**config.mk**
```make
export PLATFORM = sky130hd
export DESIGN_NAME = game_tick_scheduler_flat
export DESIGN_NICKNAME = d
export VERILOG_FILES = /design/src/rtl/game_tick_scheduler_if.sv /design/src/rtl/game_tick_scheduler.sv /design/src/flat_wrapper.sv
export SDC_FILE = /design/constraint.sdc
export NUM_CORES = 1
export LEC_CHECK = 0
export BUFFER_PORTS_ARGS = -buffer_cell sky130_fd_sc_hd__clkbuf_2
export CAP_MARGIN = 20
export CORE_MARGIN = 2
export CORE_UTILIZATION = 53
export CTS_CLUSTER_DIAMETER = 60
export CTS_CLUSTER_SIZE = 28
export DETAILED_ROUTE_END_ITERATION = 7
export PLACE_DENSITY = 0.79
export SYNTH_ARGS = -nofsm -noshare
export SYNTH_HDL_FRONTEND = slang
export SYNTH_SLANG_ARGS = --single-unit
```
**constraint.sdc**
```tcl
create_clock -name CLOCK_50 -period 2.14 [get_ports CLOCK_50]
set_input_delay 0.214 -clock CLOCK_50 [delete_from_list [all_inputs] [get_ports CLOCK_50]]
set_output_delay 0.214 -clock CLOCK_50 [all_outputs]
set_load 0.02 [all_outputs]
```
**src/rtl/game_tick_scheduler_if.sv**
```systemverilog
// Bundle of frame-control and phase-handshake signals between the game
// tick scheduler and the rest of the game (tick source, top FSM, subsystems).
// With GAME_SCHED_WATCHDOG_EN defined, the phase-timeout status is included.
interface game_tick_scheduler_if #(
    parameter int NUM_PHASES = 4,
    parameter int FRAME_W    = 16
);
    logic                  TICK_EARLY;
    logic                  TICK;
    logic                  PAUSE;
    logic                  STEP;
    logic [1:0]            SPEED;
    logic                  CLR_STATUS;
    logic [NUM_PHASES-1:0] PHASE_DONE;
    logic [NUM_PHASES-1:0] PHASE_START;
    logic                  BUSY;
    logic                  FRAME_COMMIT;
    logic [FRAME_W-1:0]    FRAME_COUNT;
    logic                  OVERRUN;
    logic [7:0]            OVERRUN_COUNT;
`ifdef GAME_SCHED_WATCHDOG_EN
    logic                  TIMEOUT_FLAG;
    logic [2:0]            TIMEOUT_PHASE;

    modport master (
        input  TICK_EARLY, TICK, PAUSE, STEP, SPEED, CLR_STATUS, PHASE_DONE,
        output PHASE_START, BUSY, FRAME_COMMIT, FRAME_COUNT, OVERRUN,
               OVERRUN_COUNT, TIMEOUT_FLAG, TIMEOUT_PHASE
    );

    modport slave (
        output TICK_EARLY, TICK, PAUSE, STEP, SPEED, CLR_STATUS, PHASE_DONE,
        input  PHASE_START, BUSY, FRAME_COMMIT, FRAME_COUNT, OVERRUN,
               OVERRUN_COUNT, TIMEOUT_FLAG, TIMEOUT_PHASE
    );
`else
    modport master (
        input  TICK_EARLY, TICK, PAUSE, STEP, SPEED, CLR_STATUS, PHASE_DONE,
        output PHASE_START, BUSY, FRAME_COMMIT, FRAME_COUNT, OVERRUN,
               OVERRUN_COUNT
    );

    modport slave (
        output TICK_EARLY, TICK, PAUSE, STEP, SPEED, CLR_STATUS, PHASE_DONE,
        input  PHASE_START, BUSY, FRAME_COMMIT, FRAME_COUNT, OVERRUN,
               OVERRUN_COUNT
    );
`endif
endinterface

```
**src/rtl/game_tick_scheduler.sv**
```systemverilog
// Game tick scheduler: launches one frame per accepted TICK_EARLY, walks the
// subsystem phases in order with a start/done handshake and commits the frame
// on TICK (or immediately after the last phase if TICK already came = overrun).
// Optional phase watchdog: define GAME_SCHED_WATCHDOG_EN to add PHASE_TIMEOUT,
// TIMEOUT_FLAG and TIMEOUT_PHASE.
module game_tick_scheduler #(
    parameter int NUM_PHASES    = 4,
    parameter int FRAME_W       = 16
`ifdef GAME_SCHED_WATCHDOG_EN
    ,
    parameter int PHASE_TIMEOUT = 4096
`endif
) (
    input  logic                  CLOCK_50,
    input  logic                  RESETN,
    game_tick_scheduler_if.master bus
);

    localparam int PW = (NUM_PHASES > 1) ? $clog2(NUM_PHASES) : 1;
    localparam logic [NUM_PHASES-1:0] START_ONE = NUM_PHASES'(1);

    typedef enum logic [1:0] {
        IDLE      = 2'd0,
        RUN       = 2'd1,
        WAIT_TICK = 2'd2,
        COMMIT    = 2'd3
    } state_t;

    state_t             state_q, state_d;
    logic [PW-1:0]      phase_q, phase_d;
    logic               start_pend_q, start_pend_d;
    logic [1:0]         div_cnt_q, div_cnt_d;
    logic               step_armed_q, step_armed_d;
    logic               pause_q, pause_d;
    logic               ovr_frame_q, ovr_frame_d;
    logic               overrun_q, overrun_d;
    logic [7:0]         ovr_cnt_q, ovr_cnt_d;
    logic [FRAME_W-1:0] frame_cnt_q, frame_cnt_d;

    logic               phase_done;
    logic               phase_advance;
    logic               last_phase;
    logic               launch;
    logic               ovr_event;

`ifdef GAME_SCHED_WATCHDOG_EN
    localparam int WDW = $clog2(PHASE_TIMEOUT + 1);

    logic [WDW-1:0]     wd_cnt_q, wd_cnt_d;
    logic [WDW-1:0]     wd_elapsed;
    logic               to_flag_q, to_flag_d;
    logic [2:0]         to_phase_q, to_phase_d;
    logic               phase_timeout;

    // Cycles spent in the current phase (start cycle counts as 0) and the timeout decision.
    always_comb begin
        wd_elapsed    = start_pend_q ? '0 : wd_cnt_q;
        phase_timeout = (state_q == RUN) && !bus.PHASE_DONE[phase_q] &&
                        (wd_elapsed == WDW'(PHASE_TIMEOUT - 1));
    end
`endif

    // Next-state, phase sequencing, division/step bookkeeping and status updates.
    always_comb begin
        state_d       = state_q;
        phase_d       = phase_q;
        start_pend_d  = 1'b0;
        div_cnt_d     = div_cnt_q;
        step_armed_d  = step_armed_q;
        pause_d       = bus.PAUSE;
        ovr_frame_d   = ovr_frame_q;
        overrun_d     = overrun_q;
        ovr_cnt_d     = ovr_cnt_q;
        frame_cnt_d   = frame_cnt_q;
        launch        = 1'b0;
        ovr_event     = 1'b0;
        phase_done    = bus.PHASE_DONE[phase_q];
        last_phase    = (phase_q == PW'(NUM_PHASES - 1));
`ifdef GAME_SCHED_WATCHDOG_EN
        phase_advance = phase_done | phase_timeout;
`else
        phase_advance = phase_done;
`endif

        if (pause_q && !bus.PAUSE) begin
            step_armed_d = 1'b0;
        end

        case (state_q)
            IDLE: begin
                if (bus.TICK_EARLY) begin
                    if (!bus.PAUSE) begin
                        if (div_cnt_q == 2'd0) begin
                            launch    = 1'b1;
                            div_cnt_d = bus.SPEED;
                        end else begin
                            div_cnt_d = div_cnt_q - 2'd1;
                        end
                    end else if (step_armed_q) begin
                        launch = 1'b1;
                    end
                end
                if (launch) begin
                    state_d      = RUN;
                    phase_d      = '0;
                    start_pend_d = 1'b1;
                    ovr_frame_d  = 1'b0;
                    step_armed_d = 1'b0;
                end
            end
            RUN: begin
                if (phase_advance) begin
                    if (!last_phase) begin
                        phase_d      = phase_q + PW'(1);
                        start_pend_d = 1'b1;
                    end else if (ovr_frame_q || bus.TICK) begin
                        state_d = COMMIT;
                    end else begin
                        state_d = WAIT_TICK;
                    end
                end
                if (bus.TICK && !(phase_advance && last_phase)) begin
                    ovr_event   = 1'b1;
                    ovr_frame_d = 1'b1;
                end
            end
            WAIT_TICK: begin
                if (bus.TICK) begin
                    state_d = COMMIT;
                end
            end
            COMMIT: begin
                state_d = IDLE;
            end
            default: begin
                state_d = IDLE;
            end
        endcase

        if (state_d == COMMIT) begin
            frame_cnt_d = frame_cnt_q + FRAME_W'(1);
        end

        if (bus.STEP) begin
            step_armed_d = 1'b1;
        end

        if (ovr_event) begin
            overrun_d = 1'b1;
            if (bus.CLR_STATUS) begin
                ovr_cnt_d = 8'd1;
            end else if (ovr_cnt_q != 8'hFF) begin
                ovr_cnt_d = ovr_cnt_q + 8'd1;
            end
        end else if (bus.CLR_STATUS) begin
            overrun_d = 1'b0;
            ovr_cnt_d = 8'd0;
        end
    end

    // Scheduler state registers.
    always_ff @(posedge CLOCK_50 or negedge RESETN) begin
        if (!RESETN) begin
            state_q      <= IDLE;
            phase_q      <= '0;
            start_pend_q <= 1'b0;
            div_cnt_q    <= 2'd0;
            step_armed_q <= 1'b0;
            pause_q      <= 1'b0;
            ovr_frame_q  <= 1'b0;
            overrun_q    <= 1'b0;
            ovr_cnt_q    <= 8'd0;
            frame_cnt_q  <= '0;
        end else begin
            state_q      <= state_d;
            phase_q      <= phase_d;
            start_pend_q <= start_pend_d;
            div_cnt_q    <= div_cnt_d;
            step_armed_q <= step_armed_d;
            pause_q      <= pause_d;
            ovr_frame_q  <= ovr_frame_d;
            overrun_q    <= overrun_d;
            ovr_cnt_q    <= ovr_cnt_d;
            frame_cnt_q  <= frame_cnt_d;
        end
    end

`ifdef GAME_SCHED_WATCHDOG_EN
    // Phase timer runs only in RUN; a timeout latches the stuck phase until cleared.
    always_comb begin
        wd_cnt_d   = '0;
        to_flag_d  = to_flag_q;
        to_phase_d = to_phase_q;
        if (state_q == RUN) begin
            wd_cnt_d = wd_elapsed + WDW'(1);
        end
        if (phase_timeout) begin
            to_flag_d  = 1'b1;
            to_phase_d = 3'(phase_q);
        end else if (bus.CLR_STATUS) begin
            to_flag_d  = 1'b0;
            to_phase_d = 3'd0;
        end
    end

    // Watchdog registers.
    always_ff @(posedge CLOCK_50 or negedge RESETN) begin
        if (!RESETN) begin
            wd_cnt_q   <= '0;
            to_flag_q  <= 1'b0;
            to_phase_q <= 3'd0;
        end else begin
            wd_cnt_q   <= wd_cnt_d;
            to_flag_q  <= to_flag_d;
            to_phase_q <= to_phase_d;
        end
    end

    assign bus.TIMEOUT_FLAG  = to_flag_q;
    assign bus.TIMEOUT_PHASE = to_phase_q;
`endif

    assign bus.PHASE_START   = (state_q == RUN && start_pend_q) ? (START_ONE << phase_q) : '0;
    assign bus.BUSY          = (state_q != IDLE);
    assign bus.FRAME_COMMIT  = (state_q == COMMIT);
    assign bus.FRAME_COUNT   = frame_cnt_q;
    assign bus.OVERRUN       = overrun_q;
    assign bus.OVERRUN_COUNT = ovr_cnt_q;

endmodule

```
**src/flat_wrapper.sv**
```systemverilog
// flat-port wrapper written by rule: the top's interface ports become plain ports
module game_tick_scheduler_flat 
#(
    parameter int NUM_PHASES    = 4,
    parameter int FRAME_W       = 16

)
  (CLOCK_50, RESETN, bus_TICK_EARLY, bus_TICK, bus_PAUSE, bus_STEP, bus_SPEED, bus_CLR_STATUS, bus_PHASE_DONE, bus_PHASE_START, bus_BUSY, bus_FRAME_COMMIT, bus_FRAME_COUNT, bus_OVERRUN, bus_OVERRUN_COUNT);
  game_tick_scheduler_if #(.NUM_PHASES(NUM_PHASES), .FRAME_W(FRAME_W)) bus_i ();
  input  logic CLOCK_50;
  input  logic RESETN;
  input wire logic [$bits(bus_i.TICK_EARLY)-1:0] bus_TICK_EARLY;
  input wire logic [$bits(bus_i.TICK)-1:0] bus_TICK;
  input wire logic [$bits(bus_i.PAUSE)-1:0] bus_PAUSE;
  input wire logic [$bits(bus_i.STEP)-1:0] bus_STEP;
  input wire logic [$bits(bus_i.SPEED)-1:0] bus_SPEED;
  input wire logic [$bits(bus_i.CLR_STATUS)-1:0] bus_CLR_STATUS;
  input wire logic [$bits(bus_i.PHASE_DONE)-1:0] bus_PHASE_DONE;
  output wire logic [$bits(bus_i.PHASE_START)-1:0] bus_PHASE_START;
  output wire logic [$bits(bus_i.BUSY)-1:0] bus_BUSY;
  output wire logic [$bits(bus_i.FRAME_COMMIT)-1:0] bus_FRAME_COMMIT;
  output wire logic [$bits(bus_i.FRAME_COUNT)-1:0] bus_FRAME_COUNT;
  output wire logic [$bits(bus_i.OVERRUN)-1:0] bus_OVERRUN;
  output wire logic [$bits(bus_i.OVERRUN_COUNT)-1:0] bus_OVERRUN_COUNT;
  assign bus_i.TICK_EARLY = bus_TICK_EARLY;
  assign bus_i.TICK = bus_TICK;
  assign bus_i.PAUSE = bus_PAUSE;
  assign bus_i.STEP = bus_STEP;
  assign bus_i.SPEED = bus_SPEED;
  assign bus_i.CLR_STATUS = bus_CLR_STATUS;
  assign bus_i.PHASE_DONE = bus_PHASE_DONE;
  assign bus_PHASE_START = bus_i.PHASE_START;
  assign bus_BUSY = bus_i.BUSY;
  assign bus_FRAME_COMMIT = bus_i.FRAME_COMMIT;
  assign bus_FRAME_COUNT = bus_i.FRAME_COUNT;
  assign bus_OVERRUN = bus_i.OVERRUN;
  assign bus_OVERRUN_COUNT = bus_i.OVERRUN_COUNT;
  game_tick_scheduler #(.NUM_PHASES(NUM_PHASES), .FRAME_W(FRAME_W)) u_core (.CLOCK_50(CLOCK_50), .RESETN(RESETN), .bus(bus_i));
endmodule
```
==> results of run 1 <==
==> layer usage <==
layer | track usage | up-vias | wire length, µm
li1 | - | 714 | -
met5 | 0 | - | 0
met2 | 0.324 | 37 | 1670
met1 | 0.253 | 691 | 1570
met4 | 0.0583 | 0 | 55
met3 | 0.0559 | 5 | 163
==> sequential cells by signal (all words and copies together) (netlist names), 2 cells and up <==
register,cells
u_core.bus.FRAME_COUNT,16
u_core.bus.OVERRUN_COUNT,8
u_core.div_cnt_q,2
u_core.phase_q,2
u_core.state_q,2
==> report_power, final <==
| part | internal, W | total, W | switching (W) |
|---|---|---|---|
| clock | 0.000246 | 0.000476 | 0.000230 |
| combinational | 0.000349 | 0.000891 | 0.000542 |
| sequential | 0.000788 | 0.000934 | 0.000146 |
| total | 0.00138 | 0.00230 | 0.000918 |
==> layout make-up <==
| class | count | area (µm²) |
|---|---|---|
| clock buffer | 5 | 37.5 |
| tap | 46 | 57.6 |
| fill | 295 | 1120 |
| sequential | 35 | 876 |
| multi-input combinational | 131 | 911 |
| clock inverter | 3 | 43.8 |
| inverter | 9 | 33.8 |
| timing repair buffer | 48 | 255 |
==> worst reg2reg max path, cell delays in order, from the launching register on <==
cell and delay [ns]:
dfrtp_1 0.42, mux4_2 0.60, nor2_4 0.16, o31ai_4 0.08, buf_4 0.20, nor4_1 0.34, xor2_1 0.18
==> through the flow <==
| stage | instance area (µm²) | total power, W | instances | hold slack, ns | util |
|---|---|---|---|---|---|
| global route | 2210 | 0.00249 | 277 | 0.0147 | 0.664 |
| CTS | 2200 | 0.00232 | 277 | 0.0224 | 0.659 |
| floorplan | 1830 | 0.00155 | 179 | -0.0816 | - |
| finish | 2210 | 0.00230 | 277 | 0.0332 | 0.664 |
| global placement | 2110 | 0.00181 | 268 | 0.360 | 0.631 |
| detailed placement | 2110 | 0.00183 | 268 | 0.373 | 0.631 |
==> how the worst max path moves through the flow <==
stage / cells past startpoint / slack, ns / end / start
floorplan: 6 / 0.27 / u_core.bus.FRAME_COUNT[7]$_DFFE_PN0N_ / u_core.phase_q[0]$_DFFE_PN0P_
global placement: 6 / 0.18 / u_core.bus.FRAME_COUNT[12]$_DFFE_PN0N_ / u_core.phase_q[0]$_DFFE_PN0P_
detailed placement: 7 / 0.09 / u_core.bus.FRAME_COUNT[14]$_DFFE_PN0N_ / u_core.phase_q[0]$_DFFE_PN0P_
CTS: 7 / 0.08 / u_core.bus.FRAME_COUNT[12]$_DFFE_PN0N_ / u_core.phase_q[0]$_DFFE_PN0P_
global route: 6 / 0.001 / u_core.bus.FRAME_COUNT[10]$_DFFE_PN0N_ / u_core.phase_q[0]$_DFFE_PN0P_
finish: 6 / 0.1 / u_core.bus.FRAME_COUNT[12]$_DFFE_PN0N_ / u_core.phase_q[0]$_DFFE_PN0P_
==> layout by cell type, fill, tap and decap left out, types with 2 or more instances in the layout <==
master / count
nor3b_1: 2
nand3b_1: 3
nand3_1: 11
ha_1: 7
nor4_2: 3
mux2i_1: 2
clkbuf_4: 5
a21oi_1: 2
xnor2_1: 11
xor2_1: 10
or3_1: 2
nor2_1: 17
and3_1: 8
inv_1: 9
o21ai_0: 6
nor3_2: 4
nand2b_1: 2
nand4_1: 2
buf_4: 4
nor3_1: 4
dfrtp_1: 35
clkbuf_2: 43
nand2_1: 18
==> kinds of logic after synthesis <==
group / after synthesis / synth area share
AND/OR/NAND/NOR: 83 / 0.247
multiplexers: 3 / 0.0233
buffers and inverters: 13 / 0.0315
AO/OA/AOI/OAI: 17 / 0.0705
flip-flops: 35 / 0.479
XOR/XNOR: 21 / 0.101
adder cells (fa/ha/maj): 7 / 0.0479
==> repair_timing <==
item,CTS,global route
endpoints found under the setup margin,0,3
setup buffers,0,0
hold buffers,1,0
hold endpoints to repair,35,0
resized for setup,0,3
==> impl_metrics.ini, run 1 <==
[timing]
fin_skew_ns = 0.0132
setup_slack_ns = 0.0993
period_needed_ns = 2.04
hold_viol = 0
rsz0062_at_grt = false
worst_slew_pin_slew_ns = 0.859
slew_violations = 0
post-route-period-util = 0.954
clock.fmax_ghz = 0.490
finalSetupViolCount = 0
tns_ns = 0
slew_headroom = 0.427

[worst_setup_path]
worst_ep_arrival_time_ns = 2.32
reg2regPathDepth = 6
start_kind = flop
crit_required_ns = 2.41
reg2reg_to = u_core.bus.FRAME_COUNT[12]$_DFFE_PN0N_
crit_fanout = 14
reg2reg_slack_ns = 0.1
crit_family = multiplexers
crit_slowest_cell = mux4_2
rr_startpoint = u_core.phase_q[0]$_DFFE_PN0P_
critPathCaptureType = flop
critPathKind = reg2reg
timing.critical_path.buf_inv = 1
cp_cell_sequence = mux4_2 -> nor2_4 -> o31ai_4 -> buf_4 -> nor4_1 -> xor2_1
max_stage_delay_ns = 0.60

[yosys]
ys_ff_latch = 35
synth_top_area_cell = dfrtp_1
synth.distinct_cells = 40
synthDominantCellAreaShare = 0.479
synthCells = 179
synth-warning-count = 0
synthTopCellsByCount = 35 x dfrtp_1, 18 x nand2_1, 17 x nor2_1, 11 x nand3_1, 11 x xnor2_1
synth_area_mm2 = 0.00183
synthTopCellsByArea = dfrtp_1 48%, xnor2_1 5.3%, ha_1 4.8%, xor2_1 4.8%, nand2_1 3.7%
ys_async_sr_fraction = 1.00
syn_nets = 199
synthFlopType = dfrtp_1
synth.most_common_cell = dfrtp_1
avgSynthCellArea_um2 = 10.2
yosysSeqAreaShare = 0.479
synth-edff-count = 0

[grt]
grt_pass1_wl_um = 6120
grt.total_usage = 0.196
grt_max_degree = 36
first_global_vias = 1391
overflow = 0
antenna_found_initial = 0

[final_layout]
diodes = 0
syn_to_final_growth_pct = 21.1
nNetsFinal = 250
drive_above_1_share = 0.299

[clocking]
clock_path_buffers = 2
htree_levels = 2
clock_sinks = 35
clk_pin_slew_ns = 0.11
cts_tree = done
clk-insertion-delay-late_ns = 0.35
cts_buffers = 5
cts_root_buffer = clkbuf_4

[routing]
detail_route.wirelength_um = 3460
vias = 1447
drt-pass1-iter-count = 4
drt-wirelength-per-cell_um = 12.5
drt_iter0_drc = 67
viasPerCell = 5.22
drc = 0
drt.antenna.violating_nets = 0

[power]
ir_drop_mv = 0.501
p_leak_nw = 1.13
power.density_cell_area_mw_per_mm2 = 1040

[die]
core_area_mm2 = 0.00334
start_util = 0.548
ioPinCount = 44
die-height_um = 62.7
row_count = 21
die_width_um = 62.7
dieArea_mm2 = 0.00394

[worst_hold_path]
hold_depth = 1
hold_start = bus_PAUSE
holdPathEnd = u_core.pause_q$_DFF_PN0_
hold_class = in2reg

[run]
drv_cap = 0

[placement]
io_buffers = 43
post-place-ws_ns = 0.0887
dpl.hpwl_um = 2500
gp_congestion = 0.828

[outcome]
outcome = finished clean
(Power assumes the default switching activity.)
==> run 2, diff against run 1 <==
--- a/config.mk
+++ b/config.mk
@@ -5,14 +5,15 @@
 export SDC_FILE = /design/constraint.sdc
 export NUM_CORES = 1
 export LEC_CHECK = 0
+export ABC_AREA = 1
 export BUFFER_PORTS_ARGS = -buffer_cell sky130_fd_sc_hd__clkbuf_2
-export CAP_MARGIN = 20
 export CORE_MARGIN = 2
-export CORE_UTILIZATION = 53
+export CORE_UTILIZATION = 55
 export CTS_CLUSTER_DIAMETER = 60
 export CTS_CLUSTER_SIZE = 28
 export DETAILED_ROUTE_END_ITERATION = 7
-export PLACE_DENSITY = 0.79
+export GPL_ROUTABILITY_DRIVEN = 0
+export PLACE_DENSITY = 0.8
 export SYNTH_ARGS = -nofsm -noshare
 export SYNTH_HDL_FRONTEND = slang
 export SYNTH_SLANG_ARGS = --single-unit
==> impl_metrics.ini, run 2 <==
[clocking]
postCtsSetupBuffers = 0
clk-insertion-delay-late_ns = 0.29
cts_root_buffer = clkbuf_8
clock_path_buffers = 2
cts_hold_buf = 0
cts_resized = 0
clk_pin_slew_ns = 0.07
cts_buffers = 5
clock_sinks = 35
cts_tree = done
htree_levels = 2

[worst_setup_path]
critPathCaptureType = flop
start_kind = flop
crit_fanout = 18
critPathKind = reg2reg
reg2regPathDepth = 10
crit_required_ns = 2.32
rr_startpoint = u_core.phase_q[0]$_DFFE_PN0P_
reg2reg_to = u_core.bus.FRAME_COUNT[5]$_DFFE_PN0N_
reg2reg_slack_ns = 0.38
worst_ep_arrival_time_ns = 1.94

[final_layout]
diodes = 0
final_cell_mix = 109 x nand2_1, 43 x nand3_1, 43 x clkbuf_2
mostFrequentLayoutCell = nand2_1
largest_reg_flops = 16
syn_to_final_growth_pct = 16.1
final_cell_area_mm2 = 0.00252
drive_above_1_share = 0.182
nNetsFinal = 371

[yosys]
avgSynthCellArea_um2 = 7.14
synth-warning-count = 0
syn_nets = 324
synthTopCellsByArea = dfrtp_1 40%, nand2_1 19%, nand3_1 9.9%, inv_1 5.7%, nor2_1 4.8%
synth-edff-count = 0
synth_top_area_cell = dfrtp_1
yosysSeqAreaShare = 0.403
ys_ff_latch = 35
synth.distinct_cells = 27
synth_area_mm2 = 0.00217
synthCells = 304
synth.most_common_cell = nand2_1
synthDominantCellAreaShare = 0.403
synthTopCellsByCount = 109 x nand2_1, 43 x nand3_1, 35 x dfrtp_1, 33 x inv_1, 28 x nor2_1
ys_async_sr_fraction = 1.00
synthFlopType = dfrtp_1

[timing]
post-route-period-util = 0.822
rsz0062_at_grt = false
slew_headroom = 0.424
finalSetupViolCount = 0
worst_slew_pin_slew_ns = 0.863
setup_slack_ns = 0.381
fin_skew_ns = 0.00579
clock.fmax_ghz = 0.569
hold_slack_ns = 0.0227
period_needed_ns = 1.76
slew_violations = 0
hold_viol = 0
tns_ns = 0

[grt]
grtUsageMet1 = 0.318
top_usage_layer = met2
grt.total_usage = 0.236
grt_pass1_wl_um = 7870
antenna_found_initial = 0
overflow = 0
grt_max_degree = 36
use_met3 = 0.0557
first_global_vias = 1796
use_met2 = 0.369

[die]
row_count = 22
start_util = 0.584
ioPinCount = 44
die-height_um = 66.8
core_area_mm2 = 0.00372
dieArea_mm2 = 0.00447
die_width_um = 66.8

[power]
ir_drop_mv = 0.694
power_w = 0.00215
p_leak_nw = 1.38
power.density_cell_area_mw_per_mm2 = 855

[outcome]
outcome = finished clean

[placement]
post-place-ws_ns = 0.433
dpl.hpwl_um = 3380
io_buffers = 43
place_area_mm2 = 0.00242

[routing]
drc = 0
detail_route.wirelength_um = 4680
viasPerCell = 5.14
vias = 2054
drt.antenna.violating_nets = 0
drt-pass1-iter-count = 4
drt-wirelength-per-cell_um = 11.7
drt_iter0_drc = 215

[run]
drv_cap = 0

[worst_hold_path]
hold_class = in2async
run 2: where the power goes:
group          total [W]  leakage, nW  internal, W  switching [W]
registers       0.000879        0.469     0.000770       0.000109
clock network   0.000534       0.0515     0.000294       0.000240
logic           0.000741        0.861     0.000228       0.000513
run 2: cell families (layout without fill, tap and decap cells):
kind of cell | count (synthesis) | count (layout) | synth area share
xor gates and xnor gates | 8 | 8 | 0.0323
adders and majority gates | 7 | 7 | 0.0403
AOI/OAI and AO/OA | 15 | 15 | 0.0461
and+or+nand+nor | 199 | 199 | 0.400
buffers and inverters | 40 | 88 | 0.0778
DFF | 35 | 35 | 0.403
run 2: layout make-up:
class / instances / area [µm²]
fillers: 345 / 1200
well taps: 48 / 60.1
multi-input cells: 229 / 1130
clock buffers: 8 / 100
flip-flops and latches: 35 / 876
repair buffers: 44 / 223
inverters: 36 / 135
run 2: metal layers:
| layer | up-vias | wire length [µm] | part of all wire |
|---|---|---|---|
| met5 | - | 0 | 0 |
| met4 | 0 | 80 | 0.017 |
| met3 | 8 | 250 | 0.053 |
| met2 | 61 | 2130 | 0.46 |
| met1 | 925 | 2220 | 0.47 |
| li1 | 1060 | - | - |
run 2: stage by stage:
step,util,instances
2_1_floorplan,-,304
3_3_place_gp,0.651,392
3_5_place_dp,0.651,392
4_1_cts,0.678,400
5_1_grt,0.678,400
6_report,0.678,400
run 2: critical path: stages (launching register included):
cell     delay, ns
dfrtp_1       0.50
ha_1          0.24
inv_1         0.08
nand2_1       0.07
nand2_1       0.05
nand3_1       0.06
nand2_1       0.09
nand2_4       0.19
nand2_4       0.17
nand2_1       0.13
nand2_1       0.07
run 2: how the worst max path moves through the flow:
| stage | startpoint | endpoint |
|---|---|---|
| floorplan | u_core.bus.OVERRUN_COUNT[0]$_DFFE_PN0P_ | u_core.bus.OVERRUN_COUNT[5]$_DFFE_PN0P_ |
| global placement | u_core.phase_q[0]$_DFFE_PN0P_ | u_core.bus.FRAME_COUNT[12]$_DFFE_PN0N_ |
| detailed placement | u_core.phase_q[0]$_DFFE_PN0P_ | u_core.bus.FRAME_COUNT[3]$_DFFE_PN0N_ |
| CTS | u_core.phase_q[0]$_DFFE_PN0P_ | u_core.bus.FRAME_COUNT[5]$_DFFE_PN0N_ |
| global route | u_core.phase_q[0]$_DFFE_PN0P_ | u_core.bus.FRAME_COUNT[5]$_DFFE_PN0N_ |
| finish | u_core.phase_q[0]$_DFFE_PN0P_ | u_core.bus.FRAME_COUNT[5]$_DFFE_PN0N_ |
==> run 3, diff against run 2 <==
==> constraint.sdc (replaced) <==
create_clock -name CLOCK_50 -period 1.8 [get_ports CLOCK_50]
set_input_delay 0.18 -clock CLOCK_50 [delete_from_list [all_inputs] [get_ports CLOCK_50]]
set_output_delay 0.18 -clock CLOCK_50 [all_outputs]
set_load 0.02 [all_outputs]
==> impl_metrics.ini, run 3 (synthesis results as in run 2) <==
[timing]
tns_ns = 0
slew_violations = 0
fin_skew_ns = 0.00728
finalSetupViolCount = 0
hold_slack_ns = 0.0138
clock.fmax_ghz = 0.613
period_needed_ns = 1.63
hold_viol = 0
rsz0062_at_grt = false
post-route-period-util = 0.906
setup_slack_ns = 0.169
slew_headroom = 0.701
worst_slew_pin_slew_ns = 0.449

[grt]
use_met2 = 0.358
use_met3 = 0.0693
top_usage_layer = met2
grt_pass1_wl_um = 7960
grt.total_usage = 0.233
first_global_vias = 1850
grt_max_degree = 36
overflow = 0
grtUsageMet1 = 0.316
antenna_found_initial = 0

[power]
netSwitchingFraction = 0.373
pwr-share-clk = 0.306
p_int_w = 0.00175
power.density_cell_area_mw_per_mm2 = 1080
pwr-share-seq = 0.375
ir_drop_mv = 0.726
p_leak_nw = 1.42
power.share.combinational = 0.319
p_switching_w = 0.00104

[worst_setup_path]
critPathKind = reg2reg
crit_required_ns = 2.04
reg2reg_slack_ns = 0.17
critPathCaptureType = flop
worst_ep_arrival_time_ns = 1.87
crit_fanout = 18
start_kind = flop

[final_layout]
nNetsFinal = 376
drive_above_1_share = 0.196
mostFrequentLayoutCell = nand2_1
largest_reg_flops = 16
syn_to_final_growth_pct = 19.6
final_cell_mix = 109 x nand2_1, 43 x nand3_1, 43 x clkbuf_2
diodes = 0
post-route-util = 0.699

[clocking]
htree_levels = 2
clock_path_buffers = 2
cts_tree = done
postCtsSetupBuffers = 0
cts_root_buffer = clkbuf_8
clk_pin_slew_ns = 0.07
clock_sinks = 35
clk-insertion-delay-late_ns = 0.29
cts_buffers = 5

[routing]
drt-pass1-iter-count = 5
viasPerCell = 5.19
vias = 2103
detail_route.wirelength_um = 4660
drc = 0
drt_iter0_drc = 185
drt.antenna.violating_nets = 0
drt-wirelength-per-cell_um = 11.5

[die]
ioPinCount = 44
dieArea_mm2 = 0.00447
die_width_um = 66.8
start_util = 0.584
core_area_mm2 = 0.00372
row_count = 22
die-height_um = 66.8

[placement]
io_buffers = 43
post-place-ws_ns = 0.153
dpl.hpwl_um = 3360

[run]
drv_cap = 0

[worst_hold_path]
hold_class = in2reg

[outcome]
outcome = finished clean
==> run 3: repair_timing <==
| action | CTS | global route |
|---|---|---|
| hold endpoints to repair | 35 | 0 |
| hold buffers | 1 | 0 |
| setup endpoints to repair | 0 | 15 |
| resized for setup | 0 | 2 |
==> run 3: final timing paths <==
kind | start | to | cells past startpoint
max in group asynchronous | RESETN | u_core.phase_q[0]$_DFFE_PN0P_ | 3
max | u_core.phase_q[0]$_DFFE_PN0P_ | u_core.bus.FRAME_COUNT[2]$_DFFE_PN0N_ | 10
max reg2reg | u_core.phase_q[0]$_DFFE_PN0P_ | u_core.bus.FRAME_COUNT[2]$_DFFE_PN0N_ | 10
min in group asynchronous | RESETN | u_core.bus.OVERRUN_COUNT[0]$_DFFE_PN0P_ | 3
min reg2reg | u_core.bus.OVERRUN$_DFFE_PN0P_ | u_core.bus.OVERRUN$_DFFE_PN0P_ | 2
min | bus_PAUSE | u_core.pause_q$_DFF_PN0_ | 1
==> run 3: per-stage QoR <==
stage	power [W]	std cells	area, µm²
2_1_floorplan	0.00172	304	2170
3_3_place_gp	0.00193	396	2450
3_5_place_dp	0.00195	396	2450
4_1_cts	0.00281	405	2590
5_1_grt	0.00297	405	2600
6_report	0.00280	405	2600
==> run 3: worst max-delay path, cell delays in order (launching register included) <==
cell	delay [ns]
dfrtp_2	0.46
ha_1	0.24
inv_1	0.09
nand2_1	0.06
nand2_1	0.06
nand3_1	0.06
nand2_1	0.11
nand2_4	0.15
nand2_4	0.20
nand2_1	0.07
nand2_1	0.06
==> run 3: layer usage <==
layer	part of all wire	wire length, µm
met1	0.48	2240
met4	0.010	48
met3	0.049	230
met2	0.46	2140
met5	0	0
==> run 3: cell type report <==
cell class                 count  area [µm²]
timing repair buffer          49         263
clock buffer                   6        72.6
sequential                    35         877
tap                           48        60.1
clock inverter                 2        60.1
inverter                      36         135
multi-input combinational    229        1130
fill                         325        1120
==> run 3: power by group through the flow <==
| stage | logic (W) | registers, W | clock network (W) |
|---|---|---|---|
| finish | 0.000894 | 0.00105 | 0.000855 |
| global route | 0.000996 | 0.00107 | 0.000901 |
| CTS | 0.000900 | 0.00105 | 0.000864 |
| detailed placement | 0.000890 | 0.00106 | 0 |
| global placement | 0.000876 | 0.00105 | 0 |
| floorplan | 0.000624 | 0.00109 | 0 |
